<file path="config.mk">
export PLATFORM = sky130hd
export DESIGN_NAME = soc_ctrl_pll_seq
export DESIGN_NICKNAME = d
export VERILOG_FILES = /design/src/rtl/soc_ctrl_pll_seq.sv
export SDC_FILE = /design/constraint.sdc
export NUM_CORES = 1
export LEC_CHECK = 0
export ABC_AREA = 0
export CAP_MARGIN = 25
export CORE_AREA = 2 2 71 73
export DETAILED_ROUTE_END_ITERATION = 16
export DIE_AREA = 0 0 73 75
export GPL_TIMING_DRIVEN = 1
export PLACE_DENSITY_LB_ADDON = 0.05
export SLEW_MARGIN = 20
export SYNTH_ARGS = -nofsm -noshare
export SYNTH_HDL_FRONTEND = slang
export SYNTH_SLANG_ARGS = --single-unit
</file>
<file path="constraint.sdc">
create_clock -name ref_clk_i -period 2.3 [get_ports ref_clk_i]
set_input_delay 0.46 -clock ref_clk_i [delete_from_list [all_inputs] [get_ports ref_clk_i]]
set_output_delay 0.46 -clock ref_clk_i [all_outputs]
set_load 0.005 [all_outputs]
</file>
<file path="src/rtl/soc_ctrl_pll_seq.sv">
// soc_ctrl_pll_seq: per-domain PLL reprogramming sequencer.
// Runs gate -> reset -> apply dividers -> wait lock (with timeout) ->
// settle -> release for every accepted divider change. After global reset
// it performs the same bring-up with the default dividers.
// Optional lock-loss monitor: define SOC_CTRL_PLL_SEQ_LOCK_MON_EN.
module soc_ctrl_pll_seq #(
    parameter int REF_DIV_BW    = 4,
    parameter int FB_DIV_BW     = 12,
    parameter int DEF_REF_DIV   = 1,
    parameter int DEF_FB_DIV    = 8,
    parameter int GATE_CYCLES   = 4,
    parameter int LOCK_TIMEOUT  = 1024,
    parameter int SETTLE_CYCLES = 16,
    parameter int RST_HOLD      = 8
) (
    input  logic                  ref_clk_i,
    input  logic                  glb_arst_ni,
    input  logic                  req_valid_i,
    output logic                  req_ready_o,
    input  logic [REF_DIV_BW-1:0] req_ref_div_i,
    input  logic [FB_DIV_BW-1:0]  req_fb_div_i,
    output logic [REF_DIV_BW-1:0] pll_ref_div_o,
    output logic [FB_DIV_BW-1:0]  pll_fb_div_o,
    input  logic                  pll_locked_i,
    output logic                  clk_en_o,
    output logic                  arst_n_o,
    output logic                  busy_o,
    output logic                  done_o,
    output logic                  timeout_o,
    output logic                  bad_req_o,
    output logic                  lock_lost_o
);
    localparam int MAX_GS = (GATE_CYCLES > SETTLE_CYCLES) ? GATE_CYCLES : SETTLE_CYCLES;
    localparam int MAX_LR = (LOCK_TIMEOUT > RST_HOLD) ? LOCK_TIMEOUT : RST_HOLD;
    localparam int MAX_P  = (MAX_GS > MAX_LR) ? MAX_GS : MAX_LR;
    localparam int CNT_BW = $clog2(MAX_P) + 1;

    localparam logic [CNT_BW-1:0] GATE_LAST   = CNT_BW'(GATE_CYCLES - 1);
    localparam logic [CNT_BW-1:0] TO_LAST     = CNT_BW'(LOCK_TIMEOUT - 1);
    localparam logic [CNT_BW-1:0] SETTLE_LAST = CNT_BW'(SETTLE_CYCLES - 1);
    localparam logic [CNT_BW-1:0] HOLD_LAST   = CNT_BW'(RST_HOLD - 1);

    typedef enum logic [2:0] {
        IDLE, GATE, RESET, APPLY, WAIT_LOCK, SETTLE, RELEASE, ERROR
    } state_t;

    state_t                  state_reg, state_next;
    logic [CNT_BW-1:0]       cnt_reg, cnt_next, cnt_inc;
    logic                    lock_meta_reg, lock_s_reg;
    logic [REF_DIV_BW-1:0]   req_ref_reg, req_ref_next, pll_ref_reg, pll_ref_next;
    logic [FB_DIV_BW-1:0]    req_fb_reg, req_fb_next, pll_fb_reg, pll_fb_next;
    logic                    done_reg, done_next;
    logic                    bad_reg, bad_next;
    logic                    timeout_reg, timeout_next;
`ifdef SOC_CTRL_PLL_SEQ_LOCK_MON_EN
    logic                    lost_reg, lost_next;
    logic                    low_seen_reg, low_seen_next;
`endif

    // Counters saturate instead of wrapping.
    assign cnt_inc = (cnt_reg == {CNT_BW{1'b1}}) ? cnt_reg : cnt_reg + CNT_BW'(1);

    // Two-flop synchronizer for the asynchronous PLL lock.
    always_ff @(posedge ref_clk_i or negedge glb_arst_ni) begin
        if (!glb_arst_ni) begin
            lock_meta_reg <= 1'b0;
            lock_s_reg    <= 1'b0;
        end else begin
            lock_meta_reg <= pll_locked_i;
            lock_s_reg    <= lock_meta_reg;
        end
    end

    // State, counter, divider and flag registers; reset starts bring-up.
    always_ff @(posedge ref_clk_i or negedge glb_arst_ni) begin
        if (!glb_arst_ni) begin
            state_reg   <= WAIT_LOCK;
            cnt_reg     <= '0;
            req_ref_reg <= REF_DIV_BW'(DEF_REF_DIV);
            req_fb_reg  <= FB_DIV_BW'(DEF_FB_DIV);
            pll_ref_reg <= REF_DIV_BW'(DEF_REF_DIV);
            pll_fb_reg  <= FB_DIV_BW'(DEF_FB_DIV);
            done_reg    <= 1'b0;
            bad_reg     <= 1'b0;
            timeout_reg <= 1'b0;
`ifdef SOC_CTRL_PLL_SEQ_LOCK_MON_EN
            lost_reg     <= 1'b0;
            low_seen_reg <= 1'b0;
`endif
        end else begin
            state_reg   <= state_next;
            cnt_reg     <= cnt_next;
            req_ref_reg <= req_ref_next;
            req_fb_reg  <= req_fb_next;
            pll_ref_reg <= pll_ref_next;
            pll_fb_reg  <= pll_fb_next;
            done_reg    <= done_next;
            bad_reg     <= bad_next;
            timeout_reg <= timeout_next;
`ifdef SOC_CTRL_PLL_SEQ_LOCK_MON_EN
            lost_reg     <= lost_next;
            low_seen_reg <= low_seen_next;
`endif
        end
    end

    // Next-state logic: sequence progression, request handling, flags.
    always_comb begin
        state_next   = state_reg;
        cnt_next     = cnt_reg;
        req_ref_next = req_ref_reg;
        req_fb_next  = req_fb_reg;
        pll_ref_next = pll_ref_reg;
        pll_fb_next  = pll_fb_reg;
        done_next    = 1'b0;
        bad_next     = 1'b0;
        timeout_next = timeout_reg;
`ifdef SOC_CTRL_PLL_SEQ_LOCK_MON_EN
        lost_next     = lost_reg;
        low_seen_next = 1'b0;
`endif
        case (state_reg)
            IDLE, ERROR: begin
                if (req_valid_i) begin
                    if (req_ref_div_i == '0 || req_fb_div_i == '0) begin
                        bad_next = 1'b1;
                    end else begin
                        req_ref_next = req_ref_div_i;
                        req_fb_next  = req_fb_div_i;
                        timeout_next = 1'b0;
`ifdef SOC_CTRL_PLL_SEQ_LOCK_MON_EN
                        lost_next    = 1'b0;
`endif
                        cnt_next     = '0;
                        state_next   = GATE;
                    end
                end
`ifdef SOC_CTRL_PLL_SEQ_LOCK_MON_EN
                // Two consecutive low lock samples in IDLE rerun the sequence
                // with the dividers currently in use.
                else if (state_reg == IDLE && !lock_s_reg) begin
                    if (low_seen_reg) begin
                        lost_next  = 1'b1;
                        cnt_next   = '0;
                        state_next = GATE;
                    end else begin
                        low_seen_next = 1'b1;
                    end
                end
`endif
            end
            GATE: begin
                if (cnt_reg == GATE_LAST) begin
                    cnt_next   = '0;
                    state_next = RESET;
                end else begin
                    cnt_next = cnt_inc;
                end
            end
            RESET: begin
                // Load the dividers so they are visible in the first APPLY cycle.
                pll_ref_next = req_ref_reg;
                pll_fb_next  = req_fb_reg;
                state_next   = APPLY;
            end
            APPLY: begin
                cnt_next   = '0;
                state_next = WAIT_LOCK;
            end
            WAIT_LOCK: begin
                if (lock_s_reg) begin
                    cnt_next   = '0;
                    state_next = SETTLE;
                end else if (cnt_reg == TO_LAST) begin
                    timeout_next = 1'b1;
                    state_next   = ERROR;
                end else begin
                    cnt_next = cnt_inc;
                end
            end
            SETTLE: begin
                if (!lock_s_reg) begin
                    cnt_next   = '0;
                    state_next = WAIT_LOCK;
                end else if (cnt_reg == SETTLE_LAST) begin
                    cnt_next   = '0;
                    state_next = RELEASE;
                end else begin
                    cnt_next = cnt_inc;
                end
            end
            RELEASE: begin
                if (cnt_reg == HOLD_LAST) begin
                    cnt_next   = '0;
                    done_next  = 1'b1;
                    state_next = IDLE;
                end else begin
                    cnt_next = cnt_inc;
                end
            end
            default: state_next = IDLE;
        endcase
    end

    // Domain controls decoded from state. GATE keeps reset released so a
    // running domain only loses its clock before reset asserts.
    always_comb begin
        clk_en_o    = (state_reg == IDLE) || (state_reg == RELEASE);
        arst_n_o    = (state_reg == IDLE) || (state_reg == GATE);
        busy_o      = !((state_reg == IDLE) || (state_reg == ERROR));
        req_ready_o = (state_reg == IDLE) || (state_reg == ERROR);
    end

    assign pll_ref_div_o = pll_ref_reg;
    assign pll_fb_div_o  = pll_fb_reg;
    assign done_o        = done_reg;
    assign bad_req_o     = bad_reg;
    assign timeout_o     = timeout_reg;
`ifdef SOC_CTRL_PLL_SEQ_LOCK_MON_EN
    assign lock_lost_o   = lost_reg;
`else
    assign lock_lost_o   = 1'b0;
`endif

endmodule

</file>
==> results.toml, run 1 <==
[detailed_routing]
drt-total-wl_um = 5109
ant_nets = 0
routed_via_density = 5.741
wl_per_cell_um = 16.53
drtPass1Iterations = 4
vias = 1774
drt_iter0_drc = 203
drcViolationCount = 0

[sta]
setup_violations = 0
finalMaxSlewViolations = 0
fin_crit_sh_pct = 94.64
timing.final.crit_period_ns = 2.177
setup-tns-final_ns = 0
fmax_ghz = 0.4594
skew_ns = 0.01141
hold-worst-slack_ns = 0.02922
layout_setup_ws_ns = 0.1234
rsz0062_at_grt = "false"
hold_viol = 0

[clock_network]
cts_buffers = 5
clockRootBuffer = "clkbuf_8"
clkSinkCount = 51
htreeDepth = 2
clkSlewWorstSetupHoldPaths_ns = 0.10
clk_latency_ns = 0.30
cts_tree = "built"
holdBufCountCts = 0
cts_buffer_depth = 2

[yosys]
synth_nets = 222
synth_top_cell_by_area = "dfrtp_1"
async_flop_share_pct = 100.0
synthCells = 201
synth_commonest_cells = "46 x dfrtp_1, 32 x mux2_2, 18 x a21oi_1"
synth_top_area_share_pct = 47.97
ys_warn_count = 0
synth.distinct_cells = 49
ys_ff_latch = 51
ys_seq_area_share_pct = 53.44
syn_area_um2 = 2400
synth-main-ff-cell = "dfrtp_1"
synth.most_common_cell = "dfrtp_1"
synth_edf_count = 0
avgSynthCellArea_um2 = 11.94
synthTopCellsByArea = "dfrtp_1 48%, mux2_2 15%, dfstp_2 5.5%, a21oi_1 3.8%, nand2_1 1.9%"

[worst_setup_path]
crit_fanout = 2
critPathCaptureType = "output pin"
arrival_ns = 1.72
worst-setup-path-type = "register to output pin"
start_kind = "register"
required_ns = 1.84

[power]
ir_drop_v = 0.0007103
p_total_mw = 3.885
power_leakage_nw = 1.287
p_per_area_nw_per_um2 = 1264

[cells_and_area]
antenna_cells = 0
nets = 275
drive_gt1_share_pct = 32.16
fill_cells = 346
area_delta_synth_final_pct = 28.05

[run_status]
outcome = "complete, no violations"

[floorplan]
dieArea_um2 = 5475
initial_core_util_pct = 51.49
fp.dieW_um = 73
io_pins = 44
core_area_um2 = 4661
rows = 25
fp.dieH_um = 75

[worst_hold_path]
hp-class = "primary input to async pin"

[placement]
io_buffers = 42
dp_hpwl_um = 3813
routabilityCongestion = 0.8202
dpl_worst_slack_ns = -0.2047

[grt]
grt_pass1_wl_um = 8625
grt_overflow = 0
antenna_found_initial = 0
grt_max_degree = 22
grt.total_usage_pct = 20.65
grt_pass1_vias = 1815

[flow_run]
maxCapViolCount = 0
[metrics by stage]
step           area [um^2]  instances  utilization [%]
2_1_floorplan         2400        201                -
3_3_place_gp          2919        298            62.63
3_5_place_dp          2919        298            62.63
4_1_cts               3057        309            65.58
5_1_grt               3073        309            65.93
6_report              3073        309            65.93
[layout make-up]
type / instances / area [um^2] / share of cell area (%)
Clock inverter: 1 / 7.507 / 0.2443
Clock buffer: 7 / 96.34 / 3.135
Sequential cell: 51 / 1284 / 41.78
Inverter: 4 / 17.52 / 0.5700
Tap cell: 54 / 67.56 / 2.199
Timing Repair Buffer: 58 / 553.0 / 18.00
Multi-Input combinational cell: 134 / 1047 / 34.08
[where the power goes]
| part | internal [mW] | switching [mW] | leakage, nW |
|---|---|---|---|
| logic | 1.06 | 0.791 | 0.609 |
| registers | 1.28 | 0.199 | 0.627 |
| clock network | 0.274 | 0.282 | 0.0505 |
| total | 2.61 | 1.27 | 1.29 |
[layout by cell type (no fill, tap or decap), drive strengths merged, types with 2 or more instances in the layout]
cell type	synthesis	layout
dfstp	5	5
a22o	3	3
nor2	9	9
o21ai	9	9
dlymetal6s2s	0	2
mux2	32	32
nand2	13	13
clkbuf	0	7
inv	4	4
nor3	5	5
dfrtp	46	46
clkdlybuf4s50	0	39
buf	12	17
nand3	5	5
and3	2	2
nor4	7	7
a21oi	19	19
nor2b	4	4
a31oi	2	2
and2	3	3
[logic make-up after synthesis]
group | Yosys count | share of synthesized area [%]
AO/OA/AOI/OAI | 44 | 13.35
XOR/XNOR | 1 | 0.3650
adder cells (fa/ha/maj) | 1 | 0.5213
buffers and inverters | 16 | 3.910
flip-flops | 51 | 53.44
multiplexers | 32 | 15.02
other | 1 | 0.1563
AND/OR/NAND/NOR | 55 | 13.24
[timing repair]
| item | 4_1_cts | 5_1_grt |
|---|---|---|
| gates resized for setup | 3 | 5 |
| setup buffers | 3 | 0 |
| endpoints found under the setup margin | 2 | 16 |
[path summary, 6_finish.rpt]
check / end / depth (start not counted) / from / slack [ns]
max: clk_en_o / 3 / state_reg[1]$_DFFE_PN0P_ / 0.12
min: cnt_reg[4]$_DFFE_PN0P_ / 1 / glb_arst_ni / 0.03
max reg2reg: cnt_reg[0]$_DFFE_PN0P_ / 7 / state_reg[2]$_DFFE_PN1P_ / 0.13
min reg2reg: lock_s_reg$_DFF_PN0_ / 0 / lock_meta_reg$_DFF_PN0_ / 0.35
max in group asynchronous: pll_fb_div_o[3]$_DFFE_PN1P_ / 2 / glb_arst_ni / 1.63
min in group ref_clk_i: lock_s_reg$_DFF_PN0_ / 0 / lock_meta_reg$_DFF_PN0_ / 0.35
[metal layers]
| metal | wire length (um) | track usage [%] | share of wire (%) | vias up |
|---|---|---|---|---|
| met3 | 267 | 5.489 | 5.2 | 6 |
| met4 | 65 | 7.407 | 1.3 | 0 |
| met5 | 0 | 0 | 0 | - |
| met2 | 2794 | 36.64 | 55 | 67 |
| li1 | - | - | - | 830 |
| met1 | 1982 | 24.13 | 39 | 871 |
[critical path: stages (launching register included)]
cell and delay [ns]:
dfrtp_2 0.42, or2_2 0.33, a21oi_1 0.16, clkdlybuf4s50_1 0.51
No activity file was read; power rests on OpenSTA's default activity.
==> inputs of run 2 (changes only) <==
--- a/config.mk
+++ b/config.mk
@@ -6,12 +6,12 @@
 export NUM_CORES = 1
 export LEC_CHECK = 0
 export ABC_AREA = 0
-export CAP_MARGIN = 25
 export CORE_AREA = 2 2 71 73
 export DETAILED_ROUTE_END_ITERATION = 16
 export DIE_AREA = 0 0 73 75
 export GPL_TIMING_DRIVEN = 1
 export PLACE_DENSITY_LB_ADDON = 0.05
+export SKIP_CTS_REPAIR_TIMING = 1
 export SLEW_MARGIN = 20
 export SYNTH_ARGS = -nofsm -noshare
 export SYNTH_HDL_FRONTEND = slang
==> results.toml, run 2 (same netlist as run 1, synthesis figures left out) <==
[run_status]
outcome = "complete, no violations"

[placement]
io_buffers = 42
placed_cells = 298
dp_hpwl_um = 3813
routabilityCongestion = 0.8202
dpl-instance-area_um2 = 2919
dpl_worst_slack_ns = -0.2047

[detailed_routing]
vias = 1785
ant_nets = 0
drcViolationCount = 0
routed_via_density = 5.721
drtPass1Iterations = 4
drt_iter0_drc = 139
drt-total-wl_um = 5139
wl_per_cell_um = 16.47

[floorplan]
dieArea_um2 = 5475
fp.dieH_um = 75
initial_core_util_pct = 51.49
fp.dieW_um = 73
core_area_um2 = 4661
rows = 25
io_pins = 44

[sta]
fin_crit_sh_pct = 96.36
timing.final.crit_period_ns = 2.216
hold-worst-slack_ns = 0.03021
finalMaxSlewViolations = 0
setup_violations = 0
setup-tns-final_ns = 0
layout_setup_ws_ns = 0.08362
skew_ns = 0.01063
fmax_ghz = 0.4512
hold_viol = 0

[clock_network]
clkSlewWorstSetupHoldPaths_ns = 0.09
cts_buffers = 5
htreeDepth = 2
cts_tree = "built"
cts_buffer_depth = 2
clkSinkCount = 51
clk_latency_ns = 0.30
clockRootBuffer = "clkbuf_8"

[worst_setup_path]
start_kind = "register"
worst-setup-path-type = "register to output pin"
crit_fanout = 6
crit_buf_inv = 1
max_stage_delay_ns = 0.51
slowest_stage = "clkdlybuf4s50_1"
path_delay_family = "buffers and inverters"
critPathCaptureType = "output pin"
arrival_ns = 1.76
required_ns = 1.84
crit_chain = "or2_2, a21oi_1, clkdlybuf4s50_1"

[power]
p_per_area_nw_per_um2 = 1267
power_leakage_nw = 1.301
p_total_mw = 3.922
ir_drop_v = 0.0007104

[grt]
grt_max_degree = 22
antenna_found_initial = 0
grt_pass1_vias = 1795
grt_pass1_wl_um = 8480
grt.total_usage_pct = 20.36
grt_overflow = 0

[cells_and_area]
design_area_um2 = 3095
final_cell_mix = "45 x dfrtp_1, 39 x clkdlybuf4s50_1, 32 x mux2_2"
nets = 278
final_common_cell = "dfrtp_1"
drive_gt1_share_pct = 32.95
antenna_cells = 0
area_delta_synth_final_pct = 28.99
postLayoutCoreUtil_pct = 66.42
fin_cells = 312

[flow_run]
maxCapViolCount = 0

[worst_hold_path]
hp-class = "primary input to async pin"
[run 2: cell type report]
class / instances / area, um^2
clock buffer: 7 / 96.34
timing repair buffer: 61 / 575.6
fill: 344 / 1565
inverter: 4 / 17.52
clock inverter: 1 / 7.507
sequential: 51 / 1284
tap: 54 / 67.56
multi-input combinational: 134 / 1047
[run 2: path summary, 6_finish.rpt]
kind	to	slack (ns)	cells after the start	start
max	clk_en_o	0.08	3	state_reg[1]$_DFFE_PN0P_
min	cnt_reg[4]$_DFFE_PN0P_	0.03	1	glb_arst_ni
max reg2reg	state_reg[1]$_DFFE_PN0P_	0.18	7	state_reg[1]$_DFFE_PN0P_
min reg2reg	lock_s_reg$_DFF_PN0_	0.35	0	lock_meta_reg$_DFF_PN0_
max in group asynchronous	pll_fb_div_o[3]$_DFFE_PN1P_	1.63	2	glb_arst_ni
min in group ref_clk_i	lock_s_reg$_DFF_PN0_	0.35	0	lock_meta_reg$_DFF_PN0_
[run 2: layer usage]
metal / up-vias / track usage, % / wire length [um]
li1: 833 / - / -
met1: 886 / 23.52 / 2030
met2: 60 / 36.14 / 2810
met3: 6 / 5.622 / 232
met4: 0 / 7.613 / 65
met5: - / 0 / 0
[run 2: report_power, final]
group	internal, mW	leakage [nW]	switching [mW]
Combinational	1.09	0.624	0.789
Sequential	1.28	0.627	0.209
Clock	0.274	0.0505	0.282
[run 2: worst register-to-register path, cell delays in order, from the launching register on]
cell and delay [ns]:
dfrtp_2 0.45, buf_4 0.16, and2_1 0.17, and3_1 0.22, nor4_4 0.29, o211ai_4 0.19, and2_4 0.23, o32a_1 0.32
